$ cat src/rtl/sid_ext_filter_pkg.sv
// Shared types, constants and helpers for the SID board-level output stage.
package sid_ext_filter_pkg;

  typedef logic signed [15:0] s16_t;
  typedef logic signed [21:0] s22_t;
  typedef logic signed [31:0] s32_t;
  typedef logic signed [32:0] s33_t;
  typedef logic signed [40:0] s41_t;

  // LP coefficient w0*T in Q7, HP coefficient w0*T in Q17
  localparam logic [7:0] EXT_W_LP     = 8'd13;
  localparam logic [7:0] EXT_W_HP     = 8'd14;
  localparam int         EXT_LP_SHIFT = 7;
  localparam int         EXT_HP_SHIFT = 17;
  localparam int         EXT_FRAC     = 9;
  localparam int         EXT_OSHIFT   = 6;

  typedef struct packed {
    s32_t vlp;
    s32_t vhp;
  } ext_state_t;

  typedef enum logic [1:0] {
    ST_IDLE = 2'd0,
    ST_LP   = 2'd1,
    ST_HP   = 2'd2,
    ST_OUT  = 2'd3
  } ext_fsm_t;

  // Saturate a 32-bit signed value into the 16-bit audio range
  function automatic s16_t clamp16(input s32_t v);
    if (v > 32'sh0000_7FFF)      return 16'sh7FFF;
    else if (v < 32'shFFFF_8000) return 16'sh8000;
    else                         return v[15:0];
  endfunction

endpackage

$ cat src/rtl/sid_ext_filter_mac.sv
// Shared multiply-accumulate for the LP and HP filter steps:
// sum = acc + ((diff * coef) >>> shift), shift selected between the LP and HP scalings.
module sid_ext_mac
  import sid_ext_filter_pkg::*;
(
  input  logic signed [32:0] diff,
  input  logic [7:0]         coef,
  input  logic               hp_shift,
  input  logic signed [31:0] acc,
  output logic signed [31:0] sum
);

  s41_t prod;
  s41_t prod_shr;

  // Coefficient is unsigned, so widen it with a zero sign bit before the signed multiply
  always_comb begin
    prod     = s41_t'(diff) * s41_t'($signed({1'b0, coef}));
    prod_shr = hp_shift ? (prod >>> EXT_HP_SHIFT) : (prod >>> EXT_LP_SHIFT);
    sum      = acc + s32_t'(prod_shr);
  end

endmodule

$ cat src/rtl/sid_ext_filter.sv
// C64 board output stage: one-pole RC low-pass followed by one-pole RC high-pass
// (DC block), one shared multiplier sequenced IDLE -> LP -> HP -> OUT.
module sid_ext_filter
  import sid_ext_filter_pkg::*;
#(
  parameter logic [7:0] W_LP   = EXT_W_LP,
  parameter logic [7:0] W_HP   = EXT_W_HP,
  parameter int         FRAC   = EXT_FRAC,
  parameter int         OSHIFT = EXT_OSHIFT
) (
  input  logic               clk,
  input  logic               rst,
  input  logic               in_valid,
  input  logic signed [21:0] audio_i,
  input  logic               enable,
  output logic               ready,
  output logic               out_valid,
  output logic signed [15:0] audio_o,
  output logic               overrun
);

  ext_fsm_t   state_q, state_d;
  ext_state_t st_q;
  s22_t       x_p0;
  logic       en_p0;

  s32_t       x_scaled;
  s33_t       mac_diff;
  logic [7:0] mac_coef;
  logic       mac_hp;
  s32_t       mac_acc;
  s32_t       mac_sum;

  s33_t       out_diff;
  s32_t       out_shr;
  s16_t       out_filt;
  s16_t       out_byp;

  assign ready    = (state_q == ST_IDLE);
  assign x_scaled = s32_t'(x_p0) <<< FRAC;

  // FSM state register
  always_ff @(posedge clk) begin
    if (rst) state_q <= ST_IDLE;
    else     state_q <= state_d;
  end

  // Next state: a sample is only taken in IDLE, then three fixed steps
  always_comb begin
    state_d = state_q;
    case (state_q)
      ST_IDLE: if (in_valid) state_d = ST_LP;
      ST_LP:   state_d = ST_HP;
      ST_HP:   state_d = ST_OUT;
      ST_OUT:  state_d = ST_IDLE;
      default: state_d = ST_IDLE;
    endcase
  end

  // Capture the sample and its bypass mode at accept; later enable changes are ignored
  always_ff @(posedge clk) begin
    if (in_valid && ready) begin
      x_p0  <= audio_i;
      en_p0 <= enable;
    end
  end

  // Operand steering for the shared multiplier: LP tracks the input, HP tracks the fresh LP state
  always_comb begin
    mac_hp   = (state_q == ST_HP);
    mac_coef = mac_hp ? W_HP : W_LP;
    mac_acc  = mac_hp ? st_q.vhp : st_q.vlp;
    mac_diff = mac_hp ? (s33_t'(st_q.vlp) - s33_t'(st_q.vhp))
                      : (s33_t'(x_scaled) - s33_t'(st_q.vlp));
  end

  sid_ext_mac u_mac (
    .diff     (mac_diff),
    .coef     (mac_coef),
    .hp_shift (mac_hp),
    .acc      (mac_acc),
    .sum      (mac_sum)
  );

  // HP output can approach twice full scale, so the difference is kept 33 bits wide
  assign out_diff = s33_t'(st_q.vlp) - s33_t'(mac_sum);
  assign out_shr  = s32_t'(out_diff >>> (FRAC + OSHIFT));
  assign out_filt = clamp16(out_shr);
  assign out_byp  = s16_t'(x_p0 >>> OSHIFT);

  // Filter state, output register and sticky overrun flag
  always_ff @(posedge clk) begin
    if (rst) begin
      st_q      <= '0;
      audio_o   <= '0;
      out_valid <= 1'b0;
      overrun   <= 1'b0;
    end else begin
      out_valid <= 1'b0;
      if (in_valid && !ready) overrun <= 1'b1;
      case (state_q)
        // ---- LP step ----
        ST_LP: st_q.vlp <= en_p0 ? mac_sum : x_scaled;
        // ---- HP step, output registered so it is visible during OUT ----
        ST_HP: begin
          st_q.vhp  <= en_p0 ? mac_sum : '0;
          audio_o   <= en_p0 ? out_filt : out_byp;
          out_valid <= 1'b1;
        end
        default: ;
      endcase
    end
  end

endmodule

$ cat config.mk
export PLATFORM = sky130hd
export DESIGN_NAME = sid_ext_filter
export DESIGN_NICKNAME = d
export VERILOG_FILES = /design/src/rtl/sid_ext_filter_pkg.sv /design/src/rtl/sid_ext_filter_mac.sv /design/src/rtl/sid_ext_filter.sv
export SDC_FILE = /design/constraint.sdc
export NUM_CORES = 1
export LEC_CHECK = 0
export ABC_CLOCK_PERIOD_IN_PS = 11250
export CAP_MARGIN = 20
export CORE_ASPECT_RATIO = 1.5
export CORE_MARGIN = 4
export CORE_UTILIZATION = 50
export DETAILED_ROUTE_END_ITERATION = 16
export GPL_TIMING_DRIVEN = 0
export PLACE_DENSITY_LB_ADDON = 0.2
export SYNTH_ARGS = -nofsm -noshare
export SYNTH_HDL_FRONTEND = slang
export SYNTH_SLANG_ARGS = --single-unit
$ cat constraint.sdc
create_clock -name clk -period 11.25 [get_ports clk]
set_clock_uncertainty 0.15 [all_clocks]
set_input_delay 2.25 -clock clk [delete_from_list [all_inputs] [get_ports clk]]
set_output_delay 2.25 -clock clk [all_outputs]
set_load 0.02 [all_outputs]
=== Word-level counts from Yosys, hierarchy flattened ===
Cells that the tools add are included.

* Register bits: 107
* Input port bits: 26
* Output and inout port bits: 19
* Word-level logic and storage cells: 35

* Add/subtract/negate cells: 4
* Multipliers: 1
* Order comparisons: 2
* Equal/unequal tests: 4
* Muxes and demuxes: 12
* Reductions and logical operators: 4

{| class="wikitable"
|+ Operator list
! operator !! number
|-
| 32-bit two-way mux || 3
|-
| 32-bit by 32-bit subtractor with 33-bit output || 2
|-
| 16-bit two-way mux || 3
|-
| 33-bit by 5-bit multiplier with 38-bit output || 1
|-
| 33-bit two-way mux || 1
|-
| 31-bit by 32-bit subtractor with 33-bit output || 1
|-
| 32-bit by 31-bit adder with 32-bit output || 1
|-
| 30-bit two-way mux || 1
|-
| 18-bit by 16-bit > comparator with 1-bit output (second input constant) || 1
|-
| 18-bit by 16-bit < comparator with 1-bit output (second input constant) || 1
|-
| 2-bit case mux with 4 select lines || 1
|-
| 2-bit == test (second input constant) || 2
|-
| 2-bit two-way mux || 2
|-
| 2-bit by 1-bit == test with 1-bit output (second input constant) || 1
|-
| 1-bit logical AND || 2
|-
| 2-bit logical NOT || 1
|-
| 2-bit inequality test (second input constant) || 1
|-
| 1-bit logical NOT || 1
|-
| 1-bit two-way mux || 1
|}

=== Depth between registers and ports, before layout ===
* Word-level depth: 10
* Gate-level depth with buffers: 60
* Mapped depth without buffers: 59

=== Modules after synthesis ===
Synthesis repeated with hierarchy kept, for this count alone.

* Cells, all modules: 2,491
* Area total of the unflattened synthesis: 19,837.8 um^2

{| class="wikitable"
|+ By module, submodules not included
! module !! instances !! cells each !! area each (um^2) !! seq. area each (um^2)
|-
| sid_ext_mac || 1 || 1,316 || 10,705.3 || 0.0
|-
| sid_ext_filter || 1 || 1,175 || 9,132.5 || 2,372.3
|}

=== Least setup slack after synthesis ===
No wires, ideal clock.

* Path kind: reg-to-reg
* Start: reg st_q[1] (netlist name)
* End: reg audio_o[10]
* Setup time: 0.103 ns
* Data arrival time: 11.260 ns
* Data required time: 10.997 ns
* Setup slack: -0.263 ns
* Stages on the path, launching flop included: 58
* Path buffers: 0
* Period minus slack after synthesis: 11.513 ns
* Cell sequence: dfxtp_1 > inv_1 > ha_1 > nor2b_1 > o21ai_0 > a21boi_0 > o21ai_0 > a21boi_0 > o21ai_0 > nand2b_1 > a21o_1 > a21oi_1 > xor2_1 > nor2_1 > or2_2 > ha_1 > fa_1 > inv_1 > [... 22 more ...] > a21o_1 > xor2_1 > inv_1 > ha_1 > nand2_1 > o211ai_1 > a21o_1 > a21oi_1 > o21ai_0 > maj3_2 > o21a_1 > maj3_1 > a41oi_1 > xnor2_1 > nand2b_1 > a311o_1 > o211a_1 > a2111oi_2

* Cells in the longest elaborated chain, start to end: 10
* Elaborated cells between the ends (all ways): 12
* Those cells by class: add/sub (3); mul (1); order compare (2); mux (6)

{| class="wikitable"
|+ Ends and longest elaborated chain
! what !! line !! text
|-
| from (decl) || sid_ext_filter.sv:23 || <nowiki>ext_state_t st_q;</nowiki>
|-
| 32-bit by 32-bit subtractor with 33-bit output || sid_ext_filter.sv:73 || <nowiki>mac_diff = mac_hp ? (s33_t'(st_q.vlp) - s33_t'(st_q.vhp))</nowiki>
|-
| 33-bit two-way mux || sid_ext_filter.sv:73 ||
|-
| 33-bit by 5-bit multiplier with 38-bit output || sid_ext_filter_mac.sv:18 || <nowiki>prod = s41_t'(diff) * s41_t'($signed({1'b0, coef}));</nowiki>
|-
| 30-bit two-way mux || sid_ext_filter_mac.sv:19 || <nowiki>prod_shr = hp_shift ? (prod >>> EXT_HP_SHIFT) : (prod >>> EXT_LP_SHIFT);</nowiki>
|-
| 32-bit by 31-bit adder with 32-bit output * || sid_ext_filter_mac.sv:20 || <nowiki>sum = acc + s32_t'(prod_shr);</nowiki>
|-
| 32-bit by 32-bit subtractor with 33-bit output * || sid_ext_filter.sv:86 || <nowiki>assign out_diff = s33_t'(st_q.vlp) - s33_t'(mac_sum);</nowiki>
|-
| 18-bit by 16-bit < comparator with 1-bit output || sid_ext_filter_pkg.sv:33 || <nowiki>else if (v < 32'shFFFF_8000) return 16'sh8000;</nowiki>
|-
| 16-bit two-way mux || sid_ext_filter_pkg.sv:33 ||
|-
| 16-bit two-way mux * || sid_ext_filter_pkg.sv:32 || <nowiki>if (v > 32'sh0000_7FFF) return 16'sh7FFF;</nowiki>
|-
| 16-bit two-way mux * || sid_ext_filter.sv:107 || <nowiki>audio_o <= en_p0 ? out_filt : out_byp;</nowiki>
|-
| to (signal assigned) || sid_ext_filter.sv:107 ||
|-
| to (decl) || sid_ext_filter.sv:18 || <nowiki>output logic signed [15:0] audio_o,</nowiki>
|}

Every way passes the cells marked *; elsewhere a longest branch is shown, timed or not.
A chain may end at the register's enable or synchronous reset.

=== Worst setup path in the final report ===
* Start: reg st_q[32] (netlist name)
* End: reg audio_o[7]

* Cells in the longest elaborated chain, start to end: 10
* Elaborated cells between the ends (all ways): 13
* Those cells by class: add/sub (4); mul (1); order compare (2); mux (6)

{| class="wikitable"
|+ Ends and longest elaborated chain
! what !! line
|-
| 31-bit by 32-bit subtractor with 33-bit output or 32-bit by 32-bit subtractor with 33-bit output (tied branches) || sid_ext_filter.sv:74, sid_ext_filter.sv:73
|-
| 33-bit two-way mux || sid_ext_filter.sv:73
|-
| 33-bit by 5-bit multiplier with 38-bit output || sid_ext_filter_mac.sv:18
|-
| 30-bit two-way mux || sid_ext_filter_mac.sv:19
|-
| 32-bit by 31-bit adder with 32-bit output || sid_ext_filter_mac.sv:20
|-
| 32-bit by 32-bit subtractor with 33-bit output * || sid_ext_filter.sv:86
|-
| 18-bit by 16-bit < comparator with 1-bit output || sid_ext_filter_pkg.sv:33
|-
| 16-bit two-way mux || sid_ext_filter_pkg.sv:33
|-
| 16-bit two-way mux * || sid_ext_filter_pkg.sv:32
|-
| 16-bit two-way mux * || sid_ext_filter.sv:107
|}

Marked as above.

==> results by group <==
Synthesis
  – Top FF cell, synth: dfxtp_1
  – Post-synth cell types: 95
  – Leading post-synthesis cells by cell area: ha_1, dfxtp_1, fa_1, inv_1, xnor2_1
  – Synth Instances: between 1500 and 2000
  – Synth async-reset ratio: 0%
  – Post-synth top area cell: ha_1
  – Syn Nets: roughly 2100
  – Area of the mapped netlist: between 10000 and 15000 sq um
  – Top cell type's share of synthesized area: roughly 16%
  – Seq/Total Area, Yosys: 16.33%
  – Synth Register Bits: approximately 110
  – Number of synthesized flops with an enable pin: 23
  – Ys Warns: 0
  – Avg Cell Area, Syn: 7.838 sq um

Die
  – Core box area: 28720 sq um
  – Row count: 76
  – Die Wd: 147.2 microns
  – Die ar.: 31900 sq um
  – I/O pins: between 40 and 50
  – Initial Util: 50.58%
  – Die height: roughly 220 microns

Finish
  – Layout cells sized above 1: between 20% and 30%
  – Final cell count without fillers: 2447
  – N_diodes: 0
  – Area of the multi-input gates: 12170 sq um
  – FF/Latch Area: about 2400 sq um
  – Nets: 2328
  – Layout area overhead: 24.82%
  – Design area: about 18000 sq um
  – Fillers: 2542

Hold path
  – Tightest Hold Check Type: reg -> reg

Setup path
  – Crit path launch type: flop
  – Max stage delay on crit path: 550 ps
  – Crit. End Element: flop
  – CP dominant cell by count: ha_4
  – Crit path required time: between 10000 and 15000 ps
  – Critical path peak fanout: 5
  – CP arrival: 11640 ps
  – Worst setup path category: reg -> reg
  – Critical path's slowest cell: fa_1

Drt
  – Drt initial violations: 813
  – Wire per inst: between 15 and 20 microns
  – Iteration count of the initial detailed-routing pass: 5
  – Via/cell ratio: 5.682
  – Vias: between 10000 and 15000
  – Remaining antenna violation count: 0
  – Drt drc: 0
  – Drt total wl: 47190 microns

Placement
  – DPL Wire Length: 36850 microns
  – Port bufs: 44
  – DP Cell Count: 2287
  – Gpl congestion: 0.9797
  – Placed Area: 15460 sq um

Global routing
  – GRT Total Usage: 29.03%
  – First-pass GRT wire length: 73730 microns
  – Vias in the first global route: ~14000
  – Largest net degree at the start of global routing: 24
  – Initial antenna violation count: 0
  – Overflow after GRT: 0

STA
  – Max Slew Vio Count: 0
  – Max Freq: approximately 87 MHz
  – Worst Max-Slew Pin Slew: ~1200 ps
  – # setup viols final: 16
  – Slew headroom: 21.48%
  – Post-layout min period: about 12000 ps
  – Hold Fails Final Rpt: 0
  – Worst setup margin: -283.2 ps
  – WHS: ~300 ps
  – Period utilisation layout: 102.5%
  – RSZ-0062 raised after global routing: true

Clock network
  – Bufs on Longest Clock Path: 2
  – Num Clock Sinks: between 100 and 150
  – CTS tree: done
  – Root buffer cell: clkbuf_16
  – H-tree depth: 3
  – Worst skew pair latency: roughly 370 ps
  – Number of CTS-inserted buffers: 9
  – Clock slew at reported path FFs: 70 ps
  – Hold_buf cts: 0

Flow run
  – Max-Cap Viols: 0

Outcome
  – Run status: finished with violations
  – Failing checks: setup timing
[final timing paths]
check / startpoint / to / slack (ps) / cells past startpoint
max: st_q[32]$_SDFFE_PP0N_ / audio_o[7]$_SDFFE_PP0P_ / -280 / 55
min: audio_o[4]$_SDFFE_PP0P_ / audio_o[4]$_SDFFE_PP0P_ / 300 / 2
max reg2reg: st_q[32]$_SDFFE_PP0N_ / audio_o[7]$_SDFFE_PP0P_ / -280 / 55
min reg2reg: audio_o[4]$_SDFFE_PP0P_ / audio_o[4]$_SDFFE_PP0P_ / 300 / 2
[worst max-delay path: cells and delay by family, from the launching register on]
kind	cells	cell delay [ps]
compound gates	27	5440
xor+xnor	3	420
mux	1	290
fa+ha+maj	8	2510
simple gates	9	1380
buf+inv	7	800
flops	1	380
[cell usage after synthesis (25+ instances only)]
cell type and n:
mux2i_1 30, ha_1 184, nor2_1 109, fa_1 66
a211oi_1 26, dfxtp_1 84, xnor2_1 80, nor3_1 25
clkbuf_1 45, nand2b_1 27, a21o_1 63, o21ai_0 138
inv_1 264, nand2_1 185, xor2_1 37, nand3_1 35
a21oi_1 119
[placed cells by master, fill, tap and decap left out, drive strengths merged, types with 6 or more instances in the layout]
cell type      synthesis  routed
nor3                  25      25
a31oi                 14      14
a22o                   8       8
or3                   12      12
mux2                   9       9
nor2                 109     109
a21oi                126     126
nand4                 13      13
clkbuf                45      54
and3                  16      16
a2111oi                7       7
xnor2                 81      81
o31ai                  7       7
nand2                186     187
buf                   15     159
inv                  264     263
and2                  11      11
a21boi                12      12
mux2i                 31      31
o21ai                152     152
xor2                  38      38
o21bai                17      17
nor2b                 18      18
a211oi                27      27
a21bo                  6       6
o211ai                11      11
a21o                  63      63
ha                   184     184
dfxtp                 84      84
o21a                  22      22
nand3                 35      35
edfxtp                23      23
nand2b                27      27
fa                    66      66
clkdlybuf4s50          0      44
or2                    8       8
nor4                   7       7
[per-stage QoR]
step / util, % / worst slack (ps) / TNS (ps)
floorplan: - / -44.08 / -44.08
global placement: 53.83 / -2633 / -42760
global route: 63.13 / -638.1 / -9320
detailed placement: 53.83 / -2651 / -43320
CTS: 61.24 / -156.6 / -1809
finish: 63.13 / -283.2 / -3699
[per-layer routing]
metal	global-route usage, %	wire (microns)	up-vias
met1	36.23	19640	6579
met2	50.63	22840	419
li1	-	-	6788
met4	13.99	2585	0
met3	2.270	2133	119
met5	0	0	-
[cell families after synthesis]
logic type,count (synthesis),share of synthesized area (%)
muxes,40,2.860
buffers and inverters,324,8.546
adders and majority gates,255,25.30
and+or+nand+nor,483,15.54
AOI/OAI and AO/OA,524,23.98
DFF,107,16.33
xor gates and xnor gates,120,7.435
[repair_timing]
item                       CTS  global route
buffers inserted           108            32
resized for setup          210            61
pin swaps                  173            79
gates cloned                 2             1
setup endpoints to repair   25            16
[final cells by class]
cell class              instances  area share (%)
well taps                     390           2.692
clock buffers                  10           1.263
plain buffers                  59           1.442
multi-input cells            1423           67.13
repair buffers                188           8.586
flip-flops and latches        107           13.21
clock inverters                 6          0.1794
inverters                     264           5.501
[state kept, by name (all words and copies together), names as in the netlist]
| name | count |
|---|---|
| en_p0 | 1 |
| overrun | 1 |
| x_p0 | 22 |
| audio_o | 16 |
| out_valid | 1 |
| state_q | 2 |
| st_q | 64 |
Power is not shown: default switching activity piles up to over one toggle a cycle in this logic, so the estimate is an artifact.
